<file path="src/rtl/addsub_rr_arbiter.sv">
// addsub_rr_arbiter: round-robin arbiter sharing one WIDTH-bit add/subtract unit among NREQ requesters.
// Optional feature macro ADDSUB_RR_ARBITER_CARRY_EN adds a registered res_carry output.

module addsub_rr_arbiter #(
    parameter int WIDTH = 36,
    parameter int NREQ  = 4,
    parameter int IDW   = 2
) (
    input  logic                  clk,
    input  logic                  reset,
    input  logic [NREQ-1:0]       req_valid,
    output logic [NREQ-1:0]       req_ready,
    input  logic [NREQ*WIDTH-1:0] req_a,
    input  logic [NREQ*WIDTH-1:0] req_b,
    input  logic [NREQ-1:0]       req_add,
    output logic                  res_valid,
    input  logic                  res_ready,
    output logic [WIDTH-1:0]      res_data,
    output logic [IDW-1:0]        res_id
`ifdef ADDSUB_RR_ARBITER_CARRY_EN
    ,
    output logic                  res_carry
`endif
);

    localparam int IW1 = IDW + 1;
    localparam logic [IW1-1:0] NREQ_W  = IW1'(NREQ);
    localparam logic [IDW-1:0] LAST_ID = IDW'(NREQ - 1);

    typedef enum logic {
        EMPTY = 1'b0,
        FULL  = 1'b1
    } slot_state_t;

    slot_state_t      state_r;
    logic [IDW-1:0]   rr_r;
    logic [IDW-1:0]   grant_idx_s;
    logic [IDW-1:0]   scan_idx_s;
    logic [IDW-1:0]   rr_next_s;
    logic [IW1-1:0]   scan_sum_s;
    logic [NREQ-1:0]  grant_s;
    logic             found_s;
    logic             hit_s;
    logic             slot_free_s;
    logic             issue_s;
    logic [WIDTH-1:0] op_a_s;
    logic [WIDTH-1:0] op_b_s;
    logic             op_add_s;
    logic [WIDTH:0]   sum_s;
    logic [WIDTH-1:0] res_data_r;
    logic [IDW-1:0]   res_id_r;

    // Subtraction is a + ~b + 1; bit WIDTH is the carry (1 = no borrow when subtracting).
    function automatic logic [WIDTH:0] addsub(input logic [WIDTH-1:0] a,
                                              input logic [WIDTH-1:0] b,
                                              input logic             add);
        logic [WIDTH-1:0] b_eff;
        b_eff = add ? b : ~b;
        return {1'b0, a} + {1'b0, b_eff} + {{WIDTH{1'b0}}, ~add};
    endfunction

    assign slot_free_s = (state_r == EMPTY) || res_ready;

    // Round-robin search; scanning downward lets the nearest requester after rr_r win.
    always_comb begin
        grant_idx_s = '0;
        found_s     = 1'b0;
        scan_sum_s  = '0;
        scan_idx_s  = '0;
        hit_s       = 1'b0;
        if (slot_free_s && !reset) begin
            for (int k = NREQ - 1; k >= 0; k--) begin
                scan_sum_s  = {1'b0, rr_r} + IW1'(k);
                scan_idx_s  = (scan_sum_s >= NREQ_W) ? IDW'(scan_sum_s - NREQ_W)
                                                     : scan_sum_s[IDW-1:0];
                hit_s       = req_valid[scan_idx_s];
                found_s     = found_s | hit_s;
                grant_idx_s = hit_s ? scan_idx_s : grant_idx_s;
            end
        end else begin
            found_s = 1'b0;
        end
    end

    // One-hot grant and operand selection for the winning requester.
    always_comb begin
        grant_s  = '0;
        op_a_s   = '0;
        op_b_s   = '0;
        op_add_s = 1'b0;
        for (int i = 0; i < NREQ; i++) begin
            if (found_s && (grant_idx_s == IDW'(i))) begin
                grant_s[i] = 1'b1;
                op_a_s     = req_a[i*WIDTH +: WIDTH];
                op_b_s     = req_b[i*WIDTH +: WIDTH];
                op_add_s   = req_add[i];
            end else begin
                grant_s[i] = 1'b0;
            end
        end
    end

    assign req_ready = grant_s;
    assign issue_s   = |(grant_s & req_valid);
    assign sum_s     = addsub(op_a_s, op_b_s, op_add_s);
    assign rr_next_s = (grant_idx_s == LAST_ID) ? '0 : grant_idx_s + IDW'(1);

    // Result slot FSM, result registers and round-robin pointer.
    always_ff @(posedge clk) begin
        if (reset) begin
            state_r    <= EMPTY;
            res_data_r <= '0;
            res_id_r   <= '0;
            rr_r       <= '0;
        end else begin
            case (state_r)
                EMPTY: begin
                    if (issue_s) state_r <= FULL;
                    else         state_r <= EMPTY;
                end
                FULL: begin
                    if (res_ready && !issue_s) state_r <= EMPTY;
                    else                       state_r <= FULL;
                end
                default: state_r <= EMPTY;
            endcase
            if (issue_s) begin
                res_data_r <= sum_s[WIDTH-1:0];
                res_id_r   <= grant_idx_s;
                rr_r       <= rr_next_s;
            end
        end
    end

`ifdef ADDSUB_RR_ARBITER_CARRY_EN
    logic res_carry_r;

    // Carry/no-borrow flag captured with the result.
    always_ff @(posedge clk) begin
        if (reset) begin
            res_carry_r <= 1'b0;
        end else if (issue_s) begin
            res_carry_r <= sum_s[WIDTH];
        end
    end

    assign res_carry = res_carry_r;
`else
    logic unused_carry_s;
    assign unused_carry_s = sum_s[WIDTH];
`endif

    assign res_valid = (state_r == FULL);
    assign res_data  = res_data_r;
    assign res_id    = res_id_r;

endmodule

</file>
<file path="config.mk">
export PLATFORM = sky130hd
export DESIGN_NAME = addsub_rr_arbiter
export DESIGN_NICKNAME = d
export VERILOG_FILES = /design/src/rtl/addsub_rr_arbiter.sv
export SDC_FILE = /design/constraint.sdc
export NUM_CORES = 1
export LEC_CHECK = 0
export BUFFER_PORTS_ARGS = -buffer_cell sky130_fd_sc_hd__buf_2
export CORE_AREA = 4 4 132 134
export DETAILED_ROUTE_END_ITERATION = 8
export DIE_AREA = 0 0 136 138
export PLACE_DENSITY_LB_ADDON = 0.05
export REMOVE_ABC_BUFFERS = 1
export SLEW_MARGIN = 30
export SYNTH_ARGS = -nofsm -noshare
export SYNTH_HDL_FRONTEND = slang
export SYNTH_SLANG_ARGS = --single-unit
</file>
<file path="constraint.sdc">
create_clock -name clk -period 15.7 [get_ports clk]
set_clock_uncertainty 0.1 [all_clocks]
set_input_delay 3.14 -clock clk [delete_from_list [all_inputs] [get_ports clk]]
set_output_delay 3.14 -clock clk [all_outputs]
set_load 0.005 [all_outputs]
</file>
==> results.cfg, run 1 <==
[clock_network]
clk_latency_ps = 280
postCtsSetupBuffers = 0
cts_inserted_buffers = 5
path_clk_slew_ps = 60
ctsResizeCount = 0
clock_sinks = 41
h-tree-depth = 2
cts_max_path_buffers = 2
cts_tree = yes
cts_hold_buf = 0
clockRootBuffer = clkbuf_16

[flow_run]
cap_violations = 0

[sta]
grt_setup_unrepaired = no
worst_pin_slew_ps = 877
drv_slew = 0
whs_ps = 349
fin_setup_tns_ps = 0
timing.final.crit_share_pct = 63.3
setup_viol = 0
fin_crit_ps = 9950
max_freq_ghz = 0.101
maxSlewHeadroom_pct = 41.1
finalHoldViolCount = 0

[grt]
grt_antenna_before_repair = 1
grt_max_degree = 74
grt_pass1_wl_um = 33400
track_usage_pct = 20.9
grt_pass1_vias = 6877
grt-ovfl-total = 0

[logic_synthesis]
avgSynthCellArea_sq_um = 6.77
synth_ff_type = dfxtp_1
synth_top_family_by_area = compound AO/OA/AOI/OAI gates
ys_types = 60
synthCells = 866
synth.area.mux_share_pct = 0.171
synth_async_sr_flop_share_pct = 0
yosys.area_share.xor_xnor_pct = 10.0
netlist_area_sq_um = 5870
synth_edf_count = 0
synth.yosys.seq_area_share_pct = 14.0
ys_ff_latch = 41
synth_warnings = 0
yosys.area_share.adder_pct = 8.45
synth_compound_area_share_pct = 39.8
synth-simple-area-share_pct = 21.7

[finish]
mostFrequentLayoutCells = buf_2 (341), o21ai_0 (101), nand2_1 (98), a21oi_1 (92), nor2_1 (71)
diodes = 0
drive_gt1_share_pct = 32.4
area_delta_synth_final_pct = 34.5
final_common_cell = buf_2
fin_area_sq_um = 7890
nNetsFinal = 1488

[drt]
drt_first_pass_iters = 5
num_vias = 7262
wire_per_inst_um = 15.3
drt-total-wl_um = 21000
ant_nets = 0
drtIter0Drc = 312
drc_errors = 0
viasPerCell = 5.30

[setup_path]
arrival_ps = 6710
critPathRequiredTime_ps = 12460
reg2reg_depth = 22
r2r_slack_ps = 8890
critPathCapture = req_ready[3]
crit_path_end_kind = primary output
worstSetupStartpoint = reset
reg2reg_from = res_valid
critPathLaunchType = input port
path_class = input port to primary output
cp_max_fo = 73
rr_endpoint = res_data[29]

[floorplanning]
die_x_um = 136
initial_core_util_pct = 36.0
rows = 47
die_area_sq_um = 18800
design.core.area_sq_um = 16300
die_h_um = 138
io_pins = 342

[placed_design]
place_hpwl_um = 16500
place_congestion = 0.882
placed_area_sq_um = 7670
numPortBuffers = 341

[power_and_ir_drop]
p_leak_nw = 3.70
power_density_nw_per_um2 = 108
peakVddDrop_mv = 0.0658

[run_status]
status = complete, no violations

[worst_hold_path]
hold_path.class = register to register
-- worst min path at each step --
| stage | start | to | slack, ps | cells past startpoint |
|---|---|---|---|---|
| 6_report | res_data[7] | res_data[7] | 350 | 2 |
| 3_3_place_gp | res_data[19] | res_data[19] | 340 | 2 |
| 5_1_grt | res_data[27] | res_data[27] | 370 | 2 |
| 4_1_cts | res_data[7] | res_data[7] | 350 | 2 |
| 3_5_place_dp | res_data[30] | res_data[30] | 340 | 2 |
| 2_1_floorplan | res_data[10] | res_data[10] | 340 | 2 |
-- stage by stage --
step	utilization, %	power, mW	setup slack, ps	cells
2_1_floorplan	-	0.545	4840	794
3_3_place_gp	47.1	0.716	5910	1362
3_5_place_dp	47.1	0.717	5830	1362
4_1_cts	48.2	0.853	5820	1370
5_1_grt	48.4	0.928	5450	1371
6_report	48.4	0.849	5750	1371
-- per-layer routing --
layer  wire length, um  vias up  track usage (%)
li1                  -     3789                -
met1              9270     3225             27.6
met2             10100      230             36.5
met3              1400       16             3.13
met4               246        2             3.29
met5                13        -                0
-- cells in the mapped netlist, drive strengths merged, types with 2 or more instances --
cell type  count  share of area, %
o21ai        102               8.7
nand2        100               6.4
a21oi         93               7.9
nor2          71               4.5
clkbuf        63               4.0
xor2          50               7.5
dfxtp         41                14
nor3          39               3.3
ha            38               8.1
a221oi        35               5.2
a221o         34               5.8
nand3         19               1.6
a21o          18               2.3
inv           18               1.2
xnor2         17               2.5
a211oi        12               1.7
a31oi          9              0.96
buf            9              0.64
nor2b          9              0.96
nand4          7              0.75
nand2b         6              0.64
o211ai         6              0.77
a2111oi        5               1.4
and3           5              0.53
nor3b          5              0.64
o21a           5              0.64
or3            5              0.62
a311oi         4              0.70
a41oi          4              0.60
and2           4              0.43
o21bai         4              0.51
a22oi          3              0.38
a22o           2              0.30
nor4           2              0.43
o22ai          2              0.21
o31ai          2              0.26
-- flip-flops by register name (all words and copies together) (netlist names) --
| name | flops |
|---|---|
| res_valid | 1 |
| rr_r | 2 |
| res_data | 36 |
| res_id | 2 |
-- power by group --
part,switching (mW),internal [mW]
clock network,0.0404,0.0908
registers,0.0133,0.130
logic,0.324,0.250
-- worst max-delay path: stages --
cell and delay (ps):
buf_2 320, nor3_1 810, o21ai_0 190, nor2_1 340, ha_1 400, and2_4 610, buf_4 570, buf_2 210
-- logic make-up (layout without fill, tap and decap cells) --
logic type / after synthesis / after routing
AO/OA/AOI/OAI: 349 / 349
XOR/XNOR: 67 / 67
adder cells (fa/ha/maj): 39 / 39
buffers and inverters: 91 / 376
flip-flops: 41 / 41
multiplexers: 1 / 1
AND/OR/NAND/NOR: 278 / 278
-- cell type report --
class	instances	area (sq um)
clock buffer	5	125
clock inverter	3	65.1
inverter	19	71.3
tap	220	275
timing repair buffer	349	1790
fill	1757	8400
multi-input combinational	734	4750
sequential	41	821
(Power assumes the default switching activity.)
==> inputs of run 2 (changes only) <==
--- a/config.mk
+++ b/config.mk
@@ -6,9 +6,9 @@
 export NUM_CORES = 1
 export LEC_CHECK = 0
 export BUFFER_PORTS_ARGS = -buffer_cell sky130_fd_sc_hd__buf_2
-export CORE_AREA = 4 4 132 134
+export CORE_AREA = 4 4 129 131
 export DETAILED_ROUTE_END_ITERATION = 8
-export DIE_AREA = 0 0 136 138
+export DIE_AREA = 0 0 133 135
 export PLACE_DENSITY_LB_ADDON = 0.05
 export REMOVE_ABC_BUFFERS = 1
 export SLEW_MARGIN = 30
==> constraint.sdc (replaced) <==
create_clock -name clk -period 9.9 [get_ports clk]
set_clock_uncertainty 0.1 [all_clocks]
set_input_delay 1.98 -clock clk [delete_from_list [all_inputs] [get_ports clk]]
set_output_delay 1.98 -clock clk [all_outputs]
set_load 0.005 [all_outputs]
==> run 2 against run 1 <==
Setup slack worse by 3800 ps. Cell area hardly changed. Power grew 57%. First-iteration DRC count grew 15%. Global-route usage rose by 1.5 points. Sequential share of layout area about the same. Die area shrank 4.3%.
==> results.cfg, run 2 (same netlist as run 1, synthesis figures left out) <==
[finish]
diodes = 0
area_delta_synth_final_pct = 34.4
drive_gt1_share_pct = 32.5
final_common_cell = buf_2
largest_reg_flops = 36
mostFrequentLayoutCells = buf_2 (341), o21ai_0 (101), nand2_1 (98), a21oi_1 (92), nor2_1 (71)
post-route-util_pct = 50.6
nNetsFinal = 1491
nFillCells = 1675

[worst_hold_path]
hold_path.class = register to register
hold_end = res_data[7]
whs_path_depth = 2
timing.hold.worst.start = res_data[7]

[drt]
drc_errors = 0
viasPerCell = 5.41
num_vias = 7416
drt_first_pass_iters = 5
ant_nets = 0
drt-total-wl_um = 21400
drtIter0Drc = 358
wire_per_inst_um = 15.6

[placed_design]
place_hpwl_um = 16900
place_congestion = 0.878
numPortBuffers = 341

[sta]
setup_viol = 0
maxSlewHeadroom_pct = 37.8
finalHoldViolCount = 0
fin_crit_ps = 7950
max_freq_ghz = 0.126
drv_slew = 0
timing.final.crit_share_pct = 80.3
worst_pin_slew_ps = 931
fin_setup_tns_ps = 0
grt_setup_unrepaired = no

[power_and_ir_drop]
power_density_nw_per_um2 = 169
peakVddDrop_mv = 0.0834
p_leak_nw = 3.70

[clock_network]
cts_hold_buf = 0
cts_max_path_buffers = 2
h-tree-depth = 2
cts_tree = yes
cts_inserted_buffers = 5
path_clk_slew_ps = 60
postCtsSetupBuffers = 0
clockRootBuffer = clkbuf_16
clk_latency_ps = 280
clock_sinks = 41
ctsResizeCount = 0

[setup_path]
critPathRequiredTime_ps = 10010
crit_chain = buf_2 -> nor3_1 -> o21ai_0 -> nor2_1 -> ha_1 -> inv_1 -> nor4_4 -> buf_4 -> a221oi_1 -> nor3_1 -> a21oi_1 -> xor2_1 -> ha_1 -> a21oi_1 -> nor2_1 -> a2111oi_0 -> o21ai_0 -> a2111oi_4 -> nor3_1 -> o31a_1 -> or3b_1 -> a31oi_1
path_class = input port to register
crit_top_cell = nor3_1
crit_path_end_kind = register
cp_max_fo = 37
worstSetupStartpoint = reset
r2r_slack_ps = 3530
reg2reg_from = res_valid
critPathLaunchType = input port
max_stage_delay_ps = 730
reg2reg_depth = 22
cp_num_buf_inv = 3
cp_slowest_cell = nor3_1
rr_endpoint = res_data[35]
arrival_ps = 8060
crit_family = compound AO/OA/AOI/OAI gates

[grt]
grt_pass1_vias = 7037
grt-ovfl-total = 0
grt_antenna_before_repair = 0
grt_max_degree = 105
track_usage_pct = 22.4
grt_pass1_wl_um = 34100

[floorplanning]
rows = 46
die_h_um = 135
die_x_um = 133
io_pins = 342
die_area_sq_um = 18000
initial_core_util_pct = 37.6
design.core.area_sq_um = 15600

[flow_run]
cap_violations = 0

[run_status]
status = complete, no violations
-- run 2: stage by stage --
stage	worst slack (ps)	power [mW]	hold slack [ps]	cells	area, sq um
after global routing	1390	1.46	375	1370	7890
after global placement	1730	1.14	337	1361	7680
after floorplan	203	0.864	342	794	5590
after CTS	1970	1.34	351	1369	7860
final	1950	1.33	350	1370	7890
after detailed placement	1680	1.14	343	1361	7680
-- run 2: cell type report --
| type | instances | area (sq um) | area share (%) |
|---|---|---|---|
| Clock inverter | 1 | 30.0 | 0.381 |
| Clock buffer | 7 | 143 | 1.81 |
| Inverter | 19 | 71.3 | 0.904 |
| Multi-Input combinational cell | 734 | 4740 | 60.1 |
| Timing Repair Buffer | 352 | 1810 | 22.9 |
| Tap cell | 216 | 270 | 3.43 |
| Sequential cell | 41 | 821 | 10.4 |
-- run 2: worst register-to-register path, stage by stage (launching register included) --
cell,delay [ps]
dfxtp_1,310
nor2b_1,220
nor3_1,670
o21ai_0,190
nor2_1,330
ha_1,320
inv_1,130
nor4_4,300
buf_4,410
a221oi_1,150
nor3_1,170
a21oi_1,70
xor2_1,150
ha_1,370
a21oi_1,240
nor2_1,70
a2111oi_0,510
o21ai_0,300
a2111oi_4,440
nor3_1,90
o31a_1,260
or3b_1,350
a31oi_1,160
-- run 2: how the worst max path moves through the flow --
| stage | cells past startpoint | slack [ps] | endpoint |
|---|---|---|---|
| after floorplan | 21 | 200 | res_data[35] |
| after CTS | 22 | 1970 | res_data[35] |
| after global routing | 22 | 1390 | res_data[30] |
| after global placement | 22 | 1730 | res_data[35] |
| final | 22 | 1950 | res_data[35] |
| after detailed placement | 22 | 1680 | res_data[35] |
-- run 2: report_power, final --
group | switching, mW | internal [mW]
Clock | 0.0645 | 0.126
Sequential | 0.0232 | 0.207
Combinational | 0.515 | 0.397
-- run 2: layer usage --
layer | track usage [%] | part of all wire (%) | vias up
met5 | 0 | 0 | -
met4 | 3.81 | 1.2 | 0
met3 | 4.21 | 6.1 | 22
met2 | 38.8 | 48 | 224
met1 | 29.5 | 45 | 3372
li1 | - | - | 3798
==> inputs of run 3 (changes only) <==
--- a/config.mk
+++ b/config.mk
@@ -5,10 +5,12 @@
 export SDC_FILE = /design/constraint.sdc
 export NUM_CORES = 1
 export LEC_CHECK = 0
+export ABC_AREA = 1
 export BUFFER_PORTS_ARGS = -buffer_cell sky130_fd_sc_hd__buf_2
-export CORE_AREA = 4 4 129 131
+export CORE_ASPECT_RATIO = 0.7
+export CORE_MARGIN = 4
+export CORE_UTILIZATION = 43
 export DETAILED_ROUTE_END_ITERATION = 8
-export DIE_AREA = 0 0 133 135
 export PLACE_DENSITY_LB_ADDON = 0.05
 export REMOVE_ABC_BUFFERS = 1
 export SLEW_MARGIN = 30
==> constraint.sdc (replaced) <==
create_clock -name clk -period 6.4 [get_ports clk]
set_clock_uncertainty 0.1 [all_clocks]
set_input_delay 1.28 -clock clk [delete_from_list [all_inputs] [get_ports clk]]
set_output_delay 1.28 -clock clk [all_outputs]
set_load 0.005 [all_outputs]
==> run 3 against run 2 <==
Core utilization rose by 7.3 points. Area after synthesis grew 11%. Synthesized cell count up 30%. Via count rose by 18%. Non-clock buffer count up 10. First-iteration DRC count up 87%. Sequential share of layout area down 0.77 points. Register-to-register slack worse by 2600 ps. Wire length increased by 19%. Setup slack got worse by 1500 ps. Critical endpoint is now res_data[34]. Largest cell class unchanged.
==> results.cfg, run 3 <==
[logic_synthesis]
synth_area_leaders = nand2_1 (17%), o21ai_0 (14%), dfxtp_1 (13%)
synth_ff_type = dfxtp_1
synth_warnings = 0
netlist_area_sq_um = 6490
avgSynthCellArea_sq_um = 5.74
ys_ff_latch = 41
synth_common_cells = nand2_1 (298), o21ai_0 (182), inv_1 (76)
synth.yosys.seq_area_share_pct = 12.6
synthCells = 1130
synth.most_common_cell = nand2_1
synth_async_sr_flop_share_pct = 0
ys_types = 50
synth_top_area_share_pct = 17.2
synth_edf_count = 0
yosysTopAreaCell = nand2_1

[finish]
final_common_cell = buf_2
fin_area_sq_um = 8520
drive_gt1_share_pct = 29.1
area_delta_synth_final_pct = 31.2
mostFrequentLayoutCells = buf_2 (341), nand2_1 (298), o21ai_0 (182), inv_1 (75), nor2_1 (75)
largest_reg_flops = 36
nNetsFinal = 1768
diodes = 0
nFillCells = 1532

[floorplanning]
io_pins = 342
die_h_um = 111
die_area_sq_um = 17200
initial_core_util_pct = 44.1
rows = 37
die_x_um = 155
design.core.area_sq_um = 14700

[sta]
drv_slew = 0
grt_setup_unrepaired = yes
fin_setup_tns_ps = 0
timing.final.crit_share_pct = 93.7
whs_ps = 403
fin_crit_ps = 6000
worst_pin_slew_ps = 901
max_freq_ghz = 0.167
maxSlewHeadroom_pct = 39.9
finalHoldViolCount = 0
setup_viol = 0

[worst_hold_path]
hold_path.class = register to register

[placed_design]
numPortBuffers = 341
place_congestion = 0.975
placed_area_sq_um = 8350
place_hpwl_um = 20200

[drt]
ant_nets = 0
wire_per_inst_um = 15.6
viasPerCell = 5.38
drt_first_pass_iters = 5
drtIter0Drc = 671
highest_layer = met4
wl_met2_um = 11000
drt-total-wl_um = 25400
wl_met1_um = 11500
num_vias = 8746
dr_wl_met3_um = 2410
drc_errors = 0

[clock_network]
path_clk_slew_ps = 60
cts_max_path_buffers = 2
clock_sinks = 41
clockRootBuffer = clkbuf_16
cts_hold_buf = 0
cts_inserted_buffers = 5
cts_tree = yes
h-tree-depth = 2
clk_latency_ps = 290

[grt]
grt_pass1_vias = 8026
grt_antenna_before_repair = 0
grt-ovfl-total = 0
track_usage_pct = 27.6
grt_pass1_wl_um = 39900
grt_max_degree = 101

[setup_path]
crit_path_end_kind = register
path_class = input port to register
r2r_slack_ps = 950
arrival_ps = 6050
critPathLaunchType = input port
cp_max_fo = 39
critPathRequiredTime_ps = 6450

[flow_run]
cap_violations = 0

[run_status]
status = complete, no violations
## run 3: worst paths after layout
path / from / to / cells past startpoint
max: req_valid[3] / res_data[34] / 25
min: res_valid / res_valid / 2
max reg2reg: rr_r[0] / res_data[34] / 23
min reg2reg: res_valid / res_valid / 2
## run 3: cells by family (layout without fill, tap and decap cells)
family,count (synthesis),after routing,share of synthesized area [%]
compound gates,360,360,30.6
xor+xnor,63,63,8.50
fa+ha+maj,39,39,7.63
buf+inv,156,457,9.70
flops,41,41,12.6
simple gates,471,471,30.9
## run 3: repair_timing
item	4_1_cts	5_1_grt
setup endpoints to repair	0	3
setup buffers	0	0
resized for setup	0	2
## run 3: cell type report
| class | count | area [sq um] | area share (%) |
|---|---|---|---|
| inverters | 87 | 333 | 3.91 |
| repair buffers | 362 | 1910 | 22.4 |
| multi-input cells | 933 | 5060 | 59.4 |
| flip-flops and latches | 41 | 821 | 9.64 |
| clock inverters | 2 | 13.8 | 0.162 |
| well taps | 195 | 244 | 2.87 |
| clock buffers | 6 | 139 | 1.63 |
## run 3: per-stage QoR
step | util, % | setup WS (ps) | std cells
after floorplan | - | -941 | 1061
after global placement | 56.7 | 286 | 1618
after detailed placement | 56.7 | 185 | 1618
after CTS | 57.8 | 477 | 1626
after global routing | 57.8 | -33.0 | 1626
final | 57.8 | 400 | 1626
## run 3: critical path, stage by stage
cell	delay (ps)
buf_2	110
inv_1	60
nand2_1	70
nand3_1	120
nand2_1	110
a31oi_1	150
inv_1	70
nand2_1	60
o211ai_1	140
inv_1	150
ha_1	210
nand3_4	340
inv_2	160
buf_4	390
buf_4	380
nand2_1	80
o21ai_0	100
xor2_1	180
ha_1	330
a21o_1	240
a221oi_1	410
o221a_2	330
o2111ai_1	230
xnor2_1	220
a21oi_1	80
## run 3: layer usage
layer,GRT usage [%],vias up
li1,-,4443
met1,39.7,3877
met2,42.6,389
met3,5.58,37
met4,5.88,0
met5,0,-
Power of run 3 is not shown: default switching activity piles up to over one toggle a cycle in this logic, so the estimate is an artifact.
